<file path="src/rtl/tlb_replace_ctrl.sv">
// TLB replacement/fill controller: hit decode, victim select
// (lowest invalid line, else tree PLRU) and walker fill sequencing.
//
// Ports:
//   clk, reset    clock, synchronous active-high reset
//   Matches       per-line match vector from the CAM lines
//   TLBAccess     a lookup is performed this cycle
//   TLBFlush      flush all lines
//   FillReq       walker holds a PTE to install (level)
//   FillAck       one-cycle pulse when the fill is done or aborted
//   WriteEnables  one-hot write strobe into the CAM lines
//   VictimIdx     index of the line being written
//   TLBHit        lookup with exactly one match
//   HitIdx        encoded index of the matching line
//   MultiHit      lookup with more than one match
module tlb_replace_ctrl #(
  parameter int TLB_ENTRIES = 8,
  parameter int IDX_BITS    = $clog2(TLB_ENTRIES)
) (
  input  logic                   clk,
  input  logic                   reset,
  input  logic [TLB_ENTRIES-1:0] Matches,
  input  logic                   TLBAccess,
  input  logic                   TLBFlush,
  input  logic                   FillReq,
  output logic                   FillAck,
  output logic [TLB_ENTRIES-1:0] WriteEnables,
  output logic [IDX_BITS-1:0]    VictimIdx,
  output logic                   TLBHit,
  output logic [IDX_BITS-1:0]    HitIdx,
  output logic                   MultiHit
);

  typedef enum logic [1:0] {
    IDLE,
    WRITE,
    ACK
  } state_t;

  state_t                 state;
  logic [TLB_ENTRIES-1:0] valid_vec;
  logic [TLB_ENTRIES-2:0] plru;

  logic [IDX_BITS-1:0] hit_enc;
  logic [IDX_BITS-1:0] free_idx;
  logic [IDX_BITS-1:0] lru_idx;
  logic [IDX_BITS-1:0] victim;
  logic [IDX_BITS-1:0] walk_node;
  int unsigned         match_cnt;

  // Point every node on the path to idx at the opposite half.
  function automatic logic [TLB_ENTRIES-2:0] touch(
    input logic [TLB_ENTRIES-2:0] tree,
    input logic [IDX_BITS-1:0]    idx
  );
    logic [TLB_ENTRIES-2:0] t;
    logic [IDX_BITS-1:0]    node;
    logic                   b;
    t    = tree;
    node = '0;
    for (int l = 0; l < IDX_BITS; l++) begin
      b       = idx[IDX_BITS-1-l];
      t[node] = ~b;
      node    = (node << 1) + IDX_BITS'(1)
              + IDX_BITS'(b);
    end
    return t;
  endfunction

  always_comb begin
    match_cnt = $countones(Matches);
    hit_enc   = '0;
    for (int i = 0; i < TLB_ENTRIES; i++) begin
      if (Matches[i]) hit_enc = hit_enc | IDX_BITS'(i);
    end
  end

  assign TLBHit   = TLBAccess && (match_cnt == 1);
  assign MultiHit = TLBAccess && (match_cnt > 1);
  assign HitIdx   = TLBHit ? hit_enc : '0;

  always_comb begin
    free_idx = '0;
    for (int i = TLB_ENTRIES - 1; i >= 0; i--) begin
      if (!valid_vec[i]) free_idx = IDX_BITS'(i);
    end
    lru_idx   = '0;
    walk_node = '0;
    for (int l = 0; l < IDX_BITS; l++) begin
      lru_idx[IDX_BITS-1-l] = plru[walk_node];
      walk_node = (walk_node << 1) + IDX_BITS'(1)
                + IDX_BITS'(plru[walk_node]);
    end
    victim = (~&valid_vec) ? free_idx : lru_idx;
  end

  // A flush in the write cycle suppresses the strobe.
  assign WriteEnables =
    (state == WRITE && !TLBFlush)
      ? (TLB_ENTRIES'(1) << VictimIdx)
      : '0;

  always_ff @(posedge clk) begin
    if (reset) begin
      state     <= IDLE;
      valid_vec <= '0;
      plru      <= '0;
      VictimIdx <= '0;
      FillAck   <= 1'b0;
    end else begin
      FillAck <= (state == WRITE);
      unique case (state)
        IDLE: begin
          if (FillReq && !TLBFlush) begin
            VictimIdx <= victim;
            state     <= WRITE;
          end
          if (TLBHit) plru <= touch(plru, HitIdx);
        end
        WRITE: begin
          state <= ACK;
          if (!TLBFlush) begin
            plru                 <= touch(plru, VictimIdx);
            valid_vec[VictimIdx] <= 1'b1;
          end
        end
        ACK: begin
          state <= IDLE;
          if (TLBHit) plru <= touch(plru, HitIdx);
        end
        default: state <= IDLE;
      endcase
      // Flush wins over any same-cycle install or touch.
      if (TLBFlush) begin
        valid_vec <= '0;
        plru      <= '0;
      end
    end
  end

endmodule

</file>
<file path="config.mk">
export PLATFORM = sky130hd
export DESIGN_NAME = tlb_replace_ctrl
export DESIGN_NICKNAME = d
export VERILOG_FILES = /design/src/rtl/tlb_replace_ctrl.sv
export SDC_FILE = /design/constraint.sdc
export NUM_CORES = 1
export LEC_CHECK = 0
export CORE_MARGIN = 2
export CORE_UTILIZATION = 51
export DETAILED_ROUTE_END_ITERATION = 12
export PLACE_DENSITY = 0.8
export SETUP_SLACK_MARGIN = 0.5
export SYNTH_ARGS = -nofsm -noshare
export SYNTH_HDL_FRONTEND = slang
export SYNTH_SLANG_ARGS = --single-unit
</file>
<file path="constraint.sdc">
create_clock -name clk -period 4.3 [get_ports clk]
set_input_delay 0.43 -clock clk [delete_from_list [all_inputs] [get_ports clk]]
set_output_delay 0.43 -clock clk [all_outputs]
set_load 0.005 [all_outputs]
</file>
* Word level (Yosys, flattened, before mapping) *
Cells that the tools add are included.

word-level totals
  flip-flop bits (word level) = 21
  bits in latches = 0
  RAM bits = 0
  ROM bits = 0
  input port bits = 13
  output and inout bits = 17
  word-level logic and storage cells = 104
  memories kept = 0

cells by class
  $add $sub $neg = 16
  multipliers = 0
  divide/modulo/power cells = 0
  magnitude comparators = 13
  eq/ne operators = 5
  shift operators = 1
  multiplexer cells = 40
  bitwise gates (word level) = 7
  reduce and logical (&&, ||, !) cells = 17

operator list
  operator             number
  $mux 3               14
  $bwmux 7             4
  $lt 3x4->1 const B   4
  $demux 1 s3          5
  $pmux 7 s2           1
  $lt 2x4->1 const B   3
  $add 3x1->3          3
  $add 3x1->3 const B  3
  $ge 3x1->1 const B   3
  $logic_and 1x1->1    9
  $add 1x1->2          4
  $mux 1               8
  $mux 8               1
  $or 8x8->8           1
  $reduce_and 8->1     1
  $shl 1x3->8 const A  1
  $mux 7               1
  $add 1x1->2 const A  3
  $add 2x2->3          2
  $bmux 1 s3           2
  $mux 2               3
  $not 1->1            6
  $add 3x3->4          1
  $eq 4x1->1 const B   1
  12 further kinds     15

* Logic depth before layout (Yosys ltp) *
Gate-level depths: netlist of run 1.

  word-level depth = 18
  depth in mapped cells = 14
  depth with buffers taken out = 14

* Worst setup path after synthesis of run 1 *
Ideal clock, no wire load.

  path kind = input to output
  from = input port Matches[0]
  to = output port HitIdx[0]
  arrival time = 3.299 ns
  required time = 3.870 ns
  setup slack = 0.571 ns
  stages = 12
  path buffers = 1
  cells stage by stage = fa_1 inv_1 fa_1 fa_1 inv_1 ha_1 inv_1 fa_1 o2111ai_1 or2_2 buf_6 nor2_1

on the way
  cells in the longest elaborated chain, start to end = 6

ends and longest elaborated chain
  what                               RTL line  RTL
  start, declared                    22        input logic [TLB_ENTRIES-1:0] Matches,
  $add 1x1->2 (not written as such)  71        match_cnt = $countones(Matches);
  $add 2x2->3 (not written as such)  71
  $add 3x3->4 (not written as such)  71
  $eq 4x1->1                         78        assign TLBHit = TLBAccess && (match_cnt == 1);
  $logic_and 1x1->1                  78
  $mux 3                             80        assign HitIdx = TLBHit ? hit_enc : '0;
  end, declared                      30        output logic [IDX_BITS-1:0] HitIdx,

No other way between the ends.

* Final worst setup path of run 1 *
Same ends and word-level chain as after synthesis.

==> run metrics, run 1 <==
Final Hold Vio Count 0; vias in the first global route approximately 1.5k; WL per Instance around 16 um; Mean Syn Cell Area roughly 7.7 um^2; FF-to-FF path depth 6; Layout Cells excl Fill ~250; overall power 0.475 mW; crit path DAT 3540 ps; hold endpoint valid_vec[2]$_SDFFE_PP0P_; Worst Setup End Kind output port; CP max-delay cell fa_1; CTS root buf clkbuf_4; Register Area between 400 and 500 um^2; Pins Over Slew Limit 0; syn nets 209; number of cells on the worst hold path 2; Final nets 244; end of the worst register-to-register path VictimIdx[0]$_SDFFE_PP0P_; Worst path most repeated cell fa_1; ys flop type dfxtp_1; Max-Cap Viols 0; # fillers between 200 and 250; CP Cell Sequence buf_6, fa_1, inv_2, fa_1, fa_1, inv_1, ha_2, inv_2, fa_2, o2111ai_2, or2_4, buf_6, nor2_1, buf_2; Leakage 0.671 nW; power per cell area about 260 nW/um^2; Post-synth top cells 28 x nor2_1, 21 x dfxtp_1, 18 x nand2_1; Critical Path RT between 3000 and 4000 ps; Area growth, synth to finish 28.0%; die width ~57 um; Achievable Freq approximately 0.25 GHz; cell count after synthesis between 150 and 200; multi-input logic area 945 um^2; Final min period about 4000 ps; sequential area share after synthesis 29.2%; row cnt 19; hpwl dp between 3000 and 4000 um; GRT Resource Usage Total 25.7%; CTS H-Tree Depth 1; critical path type input port to output port; CTS sink count 21; crit-path max FO 4; Core Footprint approximately 2700 um^2; top-count cell post-synth nor2_1; Cells after DPL between 200 and 250; worst-margin pin slew around 850 ps; Slew headroom 42.5%; post-synthesis async set-or-reset flop share 0%; Max IR drop VDD 0.000196 V; flops & latches, synth 21; diodes inserted 0; Post-DRT Antenna Nets 0; RSZ-0062 raised after global routing yes; Min-Delay Startpoint valid_vec[2]$_SDFFE_PP0P_; CTS tree done; Clock Pin Slew Worst Setup and Hold Paths 130 ps; Residual DRC 0; start point of the critical path Matches[0]; FF-to-FF setup slack roughly 2300 ps; Ys Warns 0; Vias approximately 1.6k; post-synth top area share between 20% and 30%; Routed WL ~4000 um; GR Overflow Total 0; IO Port Bufs 29; Vias per Instance between 6 and 7; CP startpoint kind input port; synthesized cell area ~1400 um^2; Top delay family on crit path adder cells; layout cells sized above 1 a little under a fifth; Final Util about two thirds; Final Cycle Share 92.2%; Worst Path Buf+Inv 6; initial cell density of the core 53.1%; Cell variety after synth 44; max incr delay on CP 560 ps; Initial DRC Count a little under 100; io pins 30; Final Setup Violations 0; total CTS buffers 3; number of enable-type register cells in the synthesized netlist 0; WP depth 14; cell taking the most area after synthesis dfxtp_1; status complete, no violations; reg2reg start plru[0]$_SDFFE_PP0P_; DIE AREA ~3300 um^2; Initial DRT Pass Iterations 5; clk_lat worst skew 320 ps; Routability Congestion between 0.8 and 0.9; Clock Skew between 2 and 3 ps; Die H approximately 57 um; min-delay worst type flip-flop to flip-flop; Area contributors post-synth dfxtp_1 29%, nor2_1 7.3%, fa_1 5.6%; worst-case clock buffer depth 2; initial antenna violation count 0; pin count of the biggest net entering global routing 15; first-pass GRT wire length roughly 6600 um
==> flip-flops by register name (all words and copies together) (netlist names) <==
register	flops
FillAck	1
VictimIdx	3
valid_vec	8
plru	7
state	2
==> metrics by stage <==
stage | setup TNS [ps] | setup WS [ps] | cell area (um^2) | hold WS (ps)
finish | 0 | 335 | 1840 | 518
global route | 0 | 252 | 1840 | 547
CTS | 0 | 267 | 1810 | 516
detailed placement | -1870 | -401 | 1770 | 499
global placement | -1110 | -289 | 1770 | 492
floorplan | 0 | 571 | 1440 | 465
==> kinds of logic after synthesis <==
family | after synthesis | synth area share, %
buffers and inverters | 24 | 7.65
flip-flops | 21 | 29.2
AND/OR/NAND/NOR | 84 | 30.2
multiplexers | 1 | 0.696
AO/OA/AOI/OAI | 50 | 23.2
adder cells (fa/ha/maj) | 8 | 9.04
==> worst min-delay path: stages (launching register included) <==
cell     delay (ps)
dfxtp_1         360
inv_1            70
a21oi_1          60
==> repair_timing <==
item	in CTS	in global routing
gates resized for setup	43	8
buffers inserted	2	0
pin swaps	8	5
hold buffers	0	0
endpoints found under the setup margin	12	10
==> layout by cell type, fill, tap and decap left out, types with 5 or more instances in the layout <==
cell type	instances
buf_4	9
dfxtp_1	21
a21oi_1	15
buf_6	5
nor2_1	25
nor3_1	9
inv_1	12
o21ai_0	5
o21a_1	7
clkdlybuf4s50_1	21
nand2_1	18
==> final cells by class <==
type	count	share of cell area, %
Clock inverter	1	0.272
Timing Repair Buffer	39	19.2
Multi-Input combinational cell	143	51.3
Inverter	15	3.06
Clock buffer	3	1.22
Sequential cell	21	22.8
Tap cell	31	2.11
==> power by group <==
group,switching [mW],internal [mW]
Clock,0.0663,0.0348
Combinational,0.0850,0.0860
Sequential,0.00445,0.198
Total,0.156,0.319
==> worst max-delay path by stage <==
| stage | end | slack [ps] |
|---|---|---|
| final | HitIdx[0] | 330 |
| after global routing | HitIdx[0] | 250 |
| after CTS | HitIdx[1] | 270 |
| after detailed placement | HitIdx[1] | -400 |
| after global placement | HitIdx[1] | -290 |
| after floorplan | HitIdx[0] | 570 |
==> layer usage <==
layer  GRT usage, %  share of wire (%)  vias to the layer above
met1           33.2                 41                      738
met2           44.3                 50                       76
li1               -                  -                      737
met4           7.31                1.2                        0
met5              0                  0                        -
met3           4.08                8.0                        6
(Power assumes the default switching activity.)
==> inputs of run 2 (changes only) <==
--- a/config.mk
+++ b/config.mk
@@ -5,11 +5,12 @@
 export SDC_FILE = /design/constraint.sdc
 export NUM_CORES = 1
 export LEC_CHECK = 0
-export CORE_MARGIN = 2
+export CORE_MARGIN = 5
 export CORE_UTILIZATION = 51
 export DETAILED_ROUTE_END_ITERATION = 12
 export PLACE_DENSITY = 0.8
 export SETUP_SLACK_MARGIN = 0.5
+export SLEW_MARGIN = 15
 export SYNTH_ARGS = -nofsm -noshare
 export SYNTH_HDL_FRONTEND = slang
 export SYNTH_SLANG_ARGS = --single-unit
==> run 2 against run 1 <==
Critical path depth did not move. Cell area grew 5.0%. Non-clock buffer count increased by 3. Combinational power grew 24%. Worst hold slack got worse by 5.3 ps. Critical endpoint is now HitIdx[1]. Largest cell class unchanged.
==> run metrics, run 2 (synthesis gave the netlist of run 1 again) <==
FF-to-FF setup slack 2220 ps (-60 ps); GRT Resource Usage Total 20.3% (-5.3 points); critical path type input port to output port; CTS root buf clkbuf_4; most frequent cells in the layout 24 x nor2_1, 21 x dfxtp_1, 21 x clkdlybuf4s50_1; Critical Path RT 3870 ps (about the same); Residual DRC 0 (unchanged); Int Power 0.341 mW (+6.9%); DP Worst Slack -406 ps (-5.46 ps); Vias 1580 (+1.5%); overall power 0.510 mW (+7.4%); Clock power frac 18.7% (-2.6 points); Post-DRT Antenna Nets 0 (unchanged); Hold WS 512 ps (-5.32 ps); total CTS buffers 3 (unchanged); reg2reg start plru[0]$_SDFFE_PP0P_; Area growth, synth to finish 34.4%; initial antenna violation count 0 (unchanged); CTS tree done; DIE AREA 3980 um^2 (+22%); Final Setup Violations 0 (unchanged); pin count of the biggest net entering global routing 15 (unchanged); crit-path max FO 4 (unchanged); post-route cell area 1930 um^2 (+5.0%); WP depth 14 (unchanged); commonest non-fill, non-tap cell in the layout nor2_1; Max-Cap Viols 0 (unchanged); io pins 30 (unchanged); min-delay worst type flip-flop to flip-flop; start point of the critical path Matches[0]; Final nets 247 (+1.2%); CP startpoint kind input port; NetSw 0.169 mW (+8.5%); vias in the first global route 1444 (-2.5%); hpwl dp 3120 um (+1.8%); max incr delay on CP 560 ps (about the same); WL per Instance 17.1 um (+7.8%); Setup WS post-layout 244 ps (-90.2 ps); initial cell density of the core 52.6% (-0.46 points); status complete, no violations; FF-to-FF path depth 6 (unchanged); CTS sink count 21 (unchanged); Routed WL 4380 um (+9.1%); layout cells sized above 1 24.0% (+5.1 points); Worst Path Buf+Inv 6 (unchanged); Leakage 0.690 nW (+2.9%); Final Cycle Share 94.3% (+2.1 points); Max IR drop VDD 0.000249 V (+27%); Core Footprint 2730 um^2 (+0.88%); share of power burned in registers 39.7% (-2.9 points); power per cell area 264 nW/um^2 (+2.3%); Clock Pin Slew Worst Setup and Hold Paths 100 ps (-30 ps); Largest Register valid_vec; Die H 63.1 um (+11%); biggest regs valid_vec (8), plru (7), VictimIdx (3); Placed Area 1770 um^2 (unchanged); switching share of power 33.2% (+0.33 points); Worst Setup End Kind output port; Slew headroom 50.4% (+7.9 points); CP Cell Sequence buf_6, fa_1, inv_2, fa_1, fa_1, inv_1, ha_2, inv_2, fa_2, o2111ai_4, or2_4, buf_6, nor2_4, buf_6; Final Hold Vio Count 0 (unchanged); Top delay family on crit path adder cells; Vias per Instance 6.17 (+0.29%); Initial DRC Count 128 (+32%); Clock Skew 16.5 ps (+13.5 ps); CP max-delay cell fa_1; combinational fraction of design power 41.6% (+5.6 points); end of the worst register-to-register path VictimIdx[0]$_SDFFE_PP0P_; met2 Use GR 34.6% (-9.7 points); Routability Congestion 0.885 (+2.9%); worst-case clock buffer depth 2 (unchanged); first-pass GRT wire length 6710 um (+1.7%); row cnt 19 (unchanged); diodes inserted 0 (unchanged); die width 63.1 um (+11%); Largest register FFs 8 (unchanged); GRT busiest layer met2; crit path DAT 3630 ps (+90 ps); IO Port Bufs 29 (unchanged); Final min period 4060 ps (+90.2 ps); Initial DRT Pass Iterations 6 (+1); worst-margin pin slew 737 ps (-117 ps); clk_lat worst skew 310 ps (about the same); # fillers 204 (-14%); CTS H-Tree Depth 1 (unchanged); GR Util met1 25.9% (-7.3 points); RSZ-0062 raised after global routing yes; Achievable Freq 0.247 GHz (-2.2%); GR Overflow Total 0 (unchanged); Pins Over Slew Limit 0 (unchanged); met3 Usage GRT 5.15% (+1.1 points); worst setup path endpoint HitIdx[1]
-- run 2: cell types whose count changed in the layout (fill, tap and decap cells not counted), sizes merged --
cell	previous run	this run
buf	18	21
-- run 2: through the flow --
stage | cells | utilization, % | setup TNS [ps]
6_report | 256 | 70.8 | 0
5_1_grt | 256 | 70.8 | 0
4_1_cts | 255 | 67.6 | 0
3_5_place_dp | 247 | 64.9 | -1780
3_3_place_gp | 247 | 64.9 | -1290
2_1_floorplan | 188 | - | 0
-- run 2: worst min path at each step --
| stage | start | to | slack (ps) | cells after the start |
|---|---|---|---|---|
| after floorplan | valid_vec[2]$_SDFFE_PP0P_ | valid_vec[2]$_SDFFE_PP0P_ | 470 | 2 |
| after global placement | valid_vec[2]$_SDFFE_PP0P_ | valid_vec[2]$_SDFFE_PP0P_ | 490 | 2 |
| after detailed placement | valid_vec[2]$_SDFFE_PP0P_ | valid_vec[2]$_SDFFE_PP0P_ | 500 | 2 |
| after CTS | valid_vec[2]$_SDFFE_PP0P_ | valid_vec[2]$_SDFFE_PP0P_ | 510 | 2 |
| after global routing | valid_vec[2]$_SDFFE_PP0P_ | valid_vec[2]$_SDFFE_PP0P_ | 540 | 2 |
| final | valid_vec[2]$_SDFFE_PP0P_ | valid_vec[2]$_SDFFE_PP0P_ | 510 | 2 |
-- run 2: cell type report --
type,instances,area (um^2),area share [%]
sequential,21,420,21.7
clock buffer,3,22.5,1.16
inverter,15,58.8,3.04
timing repair buffer,42,384,19.9
clock inverter,1,5.00,0.259
tap,31,38.8,2.01
multi-input combinational,143,1000,51.9
-- run 2: power groups by stage --
stage | logic, mW | registers [mW] | clock network, mW
after floorplan | 0.0887 | 0.205 | 0
after global placement | 0.145 | 0.206 | 0
after detailed placement | 0.151 | 0.207 | 0
after CTS | 0.177 | 0.202 | 0.0962
after global routing | 0.228 | 0.203 | 0.107
final | 0.212 | 0.202 | 0.0953
-- run 2: what timing repair did --
action / in CTS / in global routing
gates resized for setup: 48 / 16
endpoints found under the setup margin: 12 / 12
pin swaps: 13 / 8
setup buffers: 4 / 1
hold buffers: 0 / 0
-- run 2: worst reg2reg max path: stages (launching register included) --
cell     delay [ps]
dfxtp_1         460
mux2i_1         480
ha_1            380
nand2_1          90
a21oi_1          60
a311o_1         330
a31o_2          190
-- run 2: layer usage --
layer	vias to the layer above	routed length (um)
li1	742	-
met1	727	1690
met2	99	2210
met3	12	405
met4	0	74
met5	-	0
==> inputs of run 3 (changes only) <==
--- a/config.mk
+++ b/config.mk
@@ -8,9 +8,10 @@
 export CORE_MARGIN = 5
 export CORE_UTILIZATION = 51
 export DETAILED_ROUTE_END_ITERATION = 12
-export PLACE_DENSITY = 0.8
+export PLACE_DENSITY_LB_ADDON = 0.2
 export SETUP_SLACK_MARGIN = 0.5
 export SLEW_MARGIN = 15
 export SYNTH_ARGS = -nofsm -noshare
 export SYNTH_HDL_FRONTEND = slang
 export SYNTH_SLANG_ARGS = --single-unit
+export TNS_END_PERCENT = 100
==> run 3 against run 2 <==
Routed wire length increased by 3.7%. Global-route usage up 0.91 points. Maximum frequency about the same. Largest cell class unchanged. Critical path type unchanged. First-iteration DRC count shrank 52%. Non-clock buffer count rose by 5. Critical endpoint is now HitIdx[0]. Cell area up 2.6%. Clock-buffer cell count unchanged. Clock skew is 16 ps lower. Sequential cell count stayed put.
==> run metrics, run 3 (synthesis gave the netlist of run 1 again) <==
hpwl dp 3110 um (-0.54%); most frequent cells in the layout 24 x nor2_1, 21 x dfxtp_1, 21 x clkdlybuf4s50_1; share of power burned in registers 38.7% (-1.0 points); Core Footprint 2730 um^2 (unchanged); DIE AREA 3980 um^2 (unchanged); end of the worst register-to-register path VictimIdx[0]$_SDFFE_PP0P_; CTS root buf clkbuf_4; FF-to-FF setup slack 2320 ps (+100 ps); CP startpoint kind input port; # fillers 193 (-5.4%); crit path DAT 3620 ps (about the same); GRT Resource Usage Total 21.3% (+0.91 points); die width 63.1 um (unchanged); CTS tree done; worst setup path endpoint HitIdx[0]; layout cells sized above 1 26.1% (+2.1 points); Final Setup Violations 0 (unchanged); min-delay worst type flip-flop to flip-flop; Vias 1598 (+1.1%); reg2reg start plru[0]$_SDFFE_PP0P_; NetSw 0.176 mW (+3.9%); Die H 63.1 um (unchanged); Clock Pin Slew Worst Setup and Hold Paths 120 ps (+20 ps); CTS H-Tree Depth 1 (unchanged); Int Power 0.348 mW (+2.0%); switching share of power 33.6% (+0.40 points); power per cell area 264 nW/um^2 (about the same); biggest regs valid_vec (8), plru (7), VictimIdx (3); CTS sink count 21 (unchanged); worst-margin pin slew 1040 ps (+301 ps); GR Overflow Total 0 (unchanged); Final Hold Vio Count 0 (unchanged); Residual DRC 0 (unchanged); Final Cycle Share 94.3% (about the same); Final Util 72.6% (+1.8 points); row cnt 19 (unchanged); RSZ-0062 raised after global routing yes; Placed Area 1770 um^2 (unchanged); worst-case clock buffer depth 2 (unchanged); Clock power frac 18.9% (+0.2 points); start point of the critical path Matches[0]; first-pass GRT wire length 6870 um (+2.4%); Max IR drop VDD 0.000257 V (+3.1%); FF-to-FF path depth 6 (unchanged); max incr delay on CP 550 ps (about the same); Top delay family on crit path adder cells; CP Cell Sequence buf_6, fa_1, inv_1, fa_1, fa_1, inv_1, ha_2, inv_2, fa_2, o2111ai_2, or2_4, buf_6, nor2_4, buf_6; Routed WL 4540 um (+3.7%); Largest register FFs 8 (unchanged); Final min period 4050 ps (-0.725 ps); clk_lat worst skew 310 ps (about the same); combinational fraction of design power 42.4% (+0.8 points); Post-DRT Antenna Nets 0 (unchanged); IO Port Bufs 29 (unchanged); Worst Setup End Kind output port; Pins Over Slew Limit 0 (unchanged); diodes inserted 0 (unchanged); Hold WS 517 ps (+4.50 ps); Critical Path RT 3870 ps (about the same); Area growth, synth to finish 37.9%; Worst Path Buf+Inv 6 (unchanged); io pins 30 (unchanged); WP depth 14 (unchanged); post-route cell area 1980 um^2 (+2.6%); CP max-delay cell fa_2; initial antenna violation count 0 (unchanged); Achievable Freq 0.247 GHz (about the same); WL per Instance 17.4 um (+1.7%); Setup WS post-layout 245 ps (+0.725 ps); critical path type input port to output port; initial cell density of the core 52.6% (unchanged); Leakage 0.734 nW (+6.3%); setup TNS 0 ps (unchanged); Final nets 252 (+2.0%); Largest Register valid_vec; status complete, no violations; Register Area 420 um^2 (unchanged); Max-Cap Viols 0 (unchanged); pin count of the biggest net entering global routing 15 (unchanged); DP Worst Slack -484 ps (-77.1 ps); Vias per Instance 6.12 (-0.80%); commonest non-fill, non-tap cell in the layout nor2_1; total CTS buffers 3 (unchanged); multi-input logic area 1010 um^2 (+0.25%); Initial DRT Pass Iterations 4 (-2); Initial DRC Count 61 (-52%); vias in the first global route 1537 (+6.4%); Clock Skew 0.988 ps (-15.5 ps); Routability Congestion 0.872 (-1.4%); Slew headroom 30.1% (-20 points); crit-path max FO 4 (unchanged)
[run 3: worst min-delay path: cells and delay by family (launching register included)]
kind,cells,cell delay (ps)
AO/OA/AOI/OAI,1,50
buffers and inverters,1,70
flip-flops,1,360
[run 3: worst min path at each step]
stage	start	endpoint	depth (start not counted)
after detailed placement	valid_vec[2]$_SDFFE_PP0P_	valid_vec[2]$_SDFFE_PP0P_	2
after global placement	valid_vec[7]$_SDFFE_PP0P_	valid_vec[7]$_SDFFE_PP0P_	2
final	valid_vec[2]$_SDFFE_PP0P_	valid_vec[2]$_SDFFE_PP0P_	2
after floorplan	valid_vec[2]$_SDFFE_PP0P_	valid_vec[2]$_SDFFE_PP0P_	2
after global routing	valid_vec[4]$_SDFFE_PP0P_	valid_vec[4]$_SDFFE_PP0P_	2
after CTS	valid_vec[2]$_SDFFE_PP0P_	valid_vec[2]$_SDFFE_PP0P_	2
[run 3: per-stage QoR]
| step | cells | power [mW] |
|---|---|---|
| 2_1_floorplan | 188 | 0.293 |
| 3_3_place_gp | 247 | 0.351 |
| 3_5_place_dp | 247 | 0.361 |
| 4_1_cts | 261 | 0.498 |
| 5_1_grt | 261 | 0.548 |
| 6_report | 261 | 0.523 |
[run 3: power groups by stage]
stage | clock, mW | sequential [mW] | combinational, mW
6_report | 0.0987 | 0.203 | 0.222
5_1_grt | 0.109 | 0.203 | 0.236
2_1_floorplan | 0 | 0.205 | 0.0887
4_1_cts | 0.0992 | 0.202 | 0.196
3_3_place_gp | 0 | 0.206 | 0.145
3_5_place_dp | 0 | 0.207 | 0.154
[run 3: final cells by class]
class	count	share of cell area (%)
Clock buffer	3	1.13
Clock inverter	1	0.252
Inverter	15	2.84
Multi-Input combinational cell	143	50.8
Sequential cell	21	21.2
Tap cell	31	1.95
Timing Repair Buffer	47	21.9
[run 3: layer usage]
layer	track usage (%)	wire length [um]
met5	0	0
met3	5.68	348
met2	35.9	2250
met1	24.7	1810
met4	10.1	136
[run 3: timing repair]
item / 4_1_cts / 5_1_grt
pin swaps: 16 / 8
resized for setup: 52 / 16
buffers inserted: 10 / 0
hold buffers: 0 / 0
endpoints found under the setup margin: 12 / 12
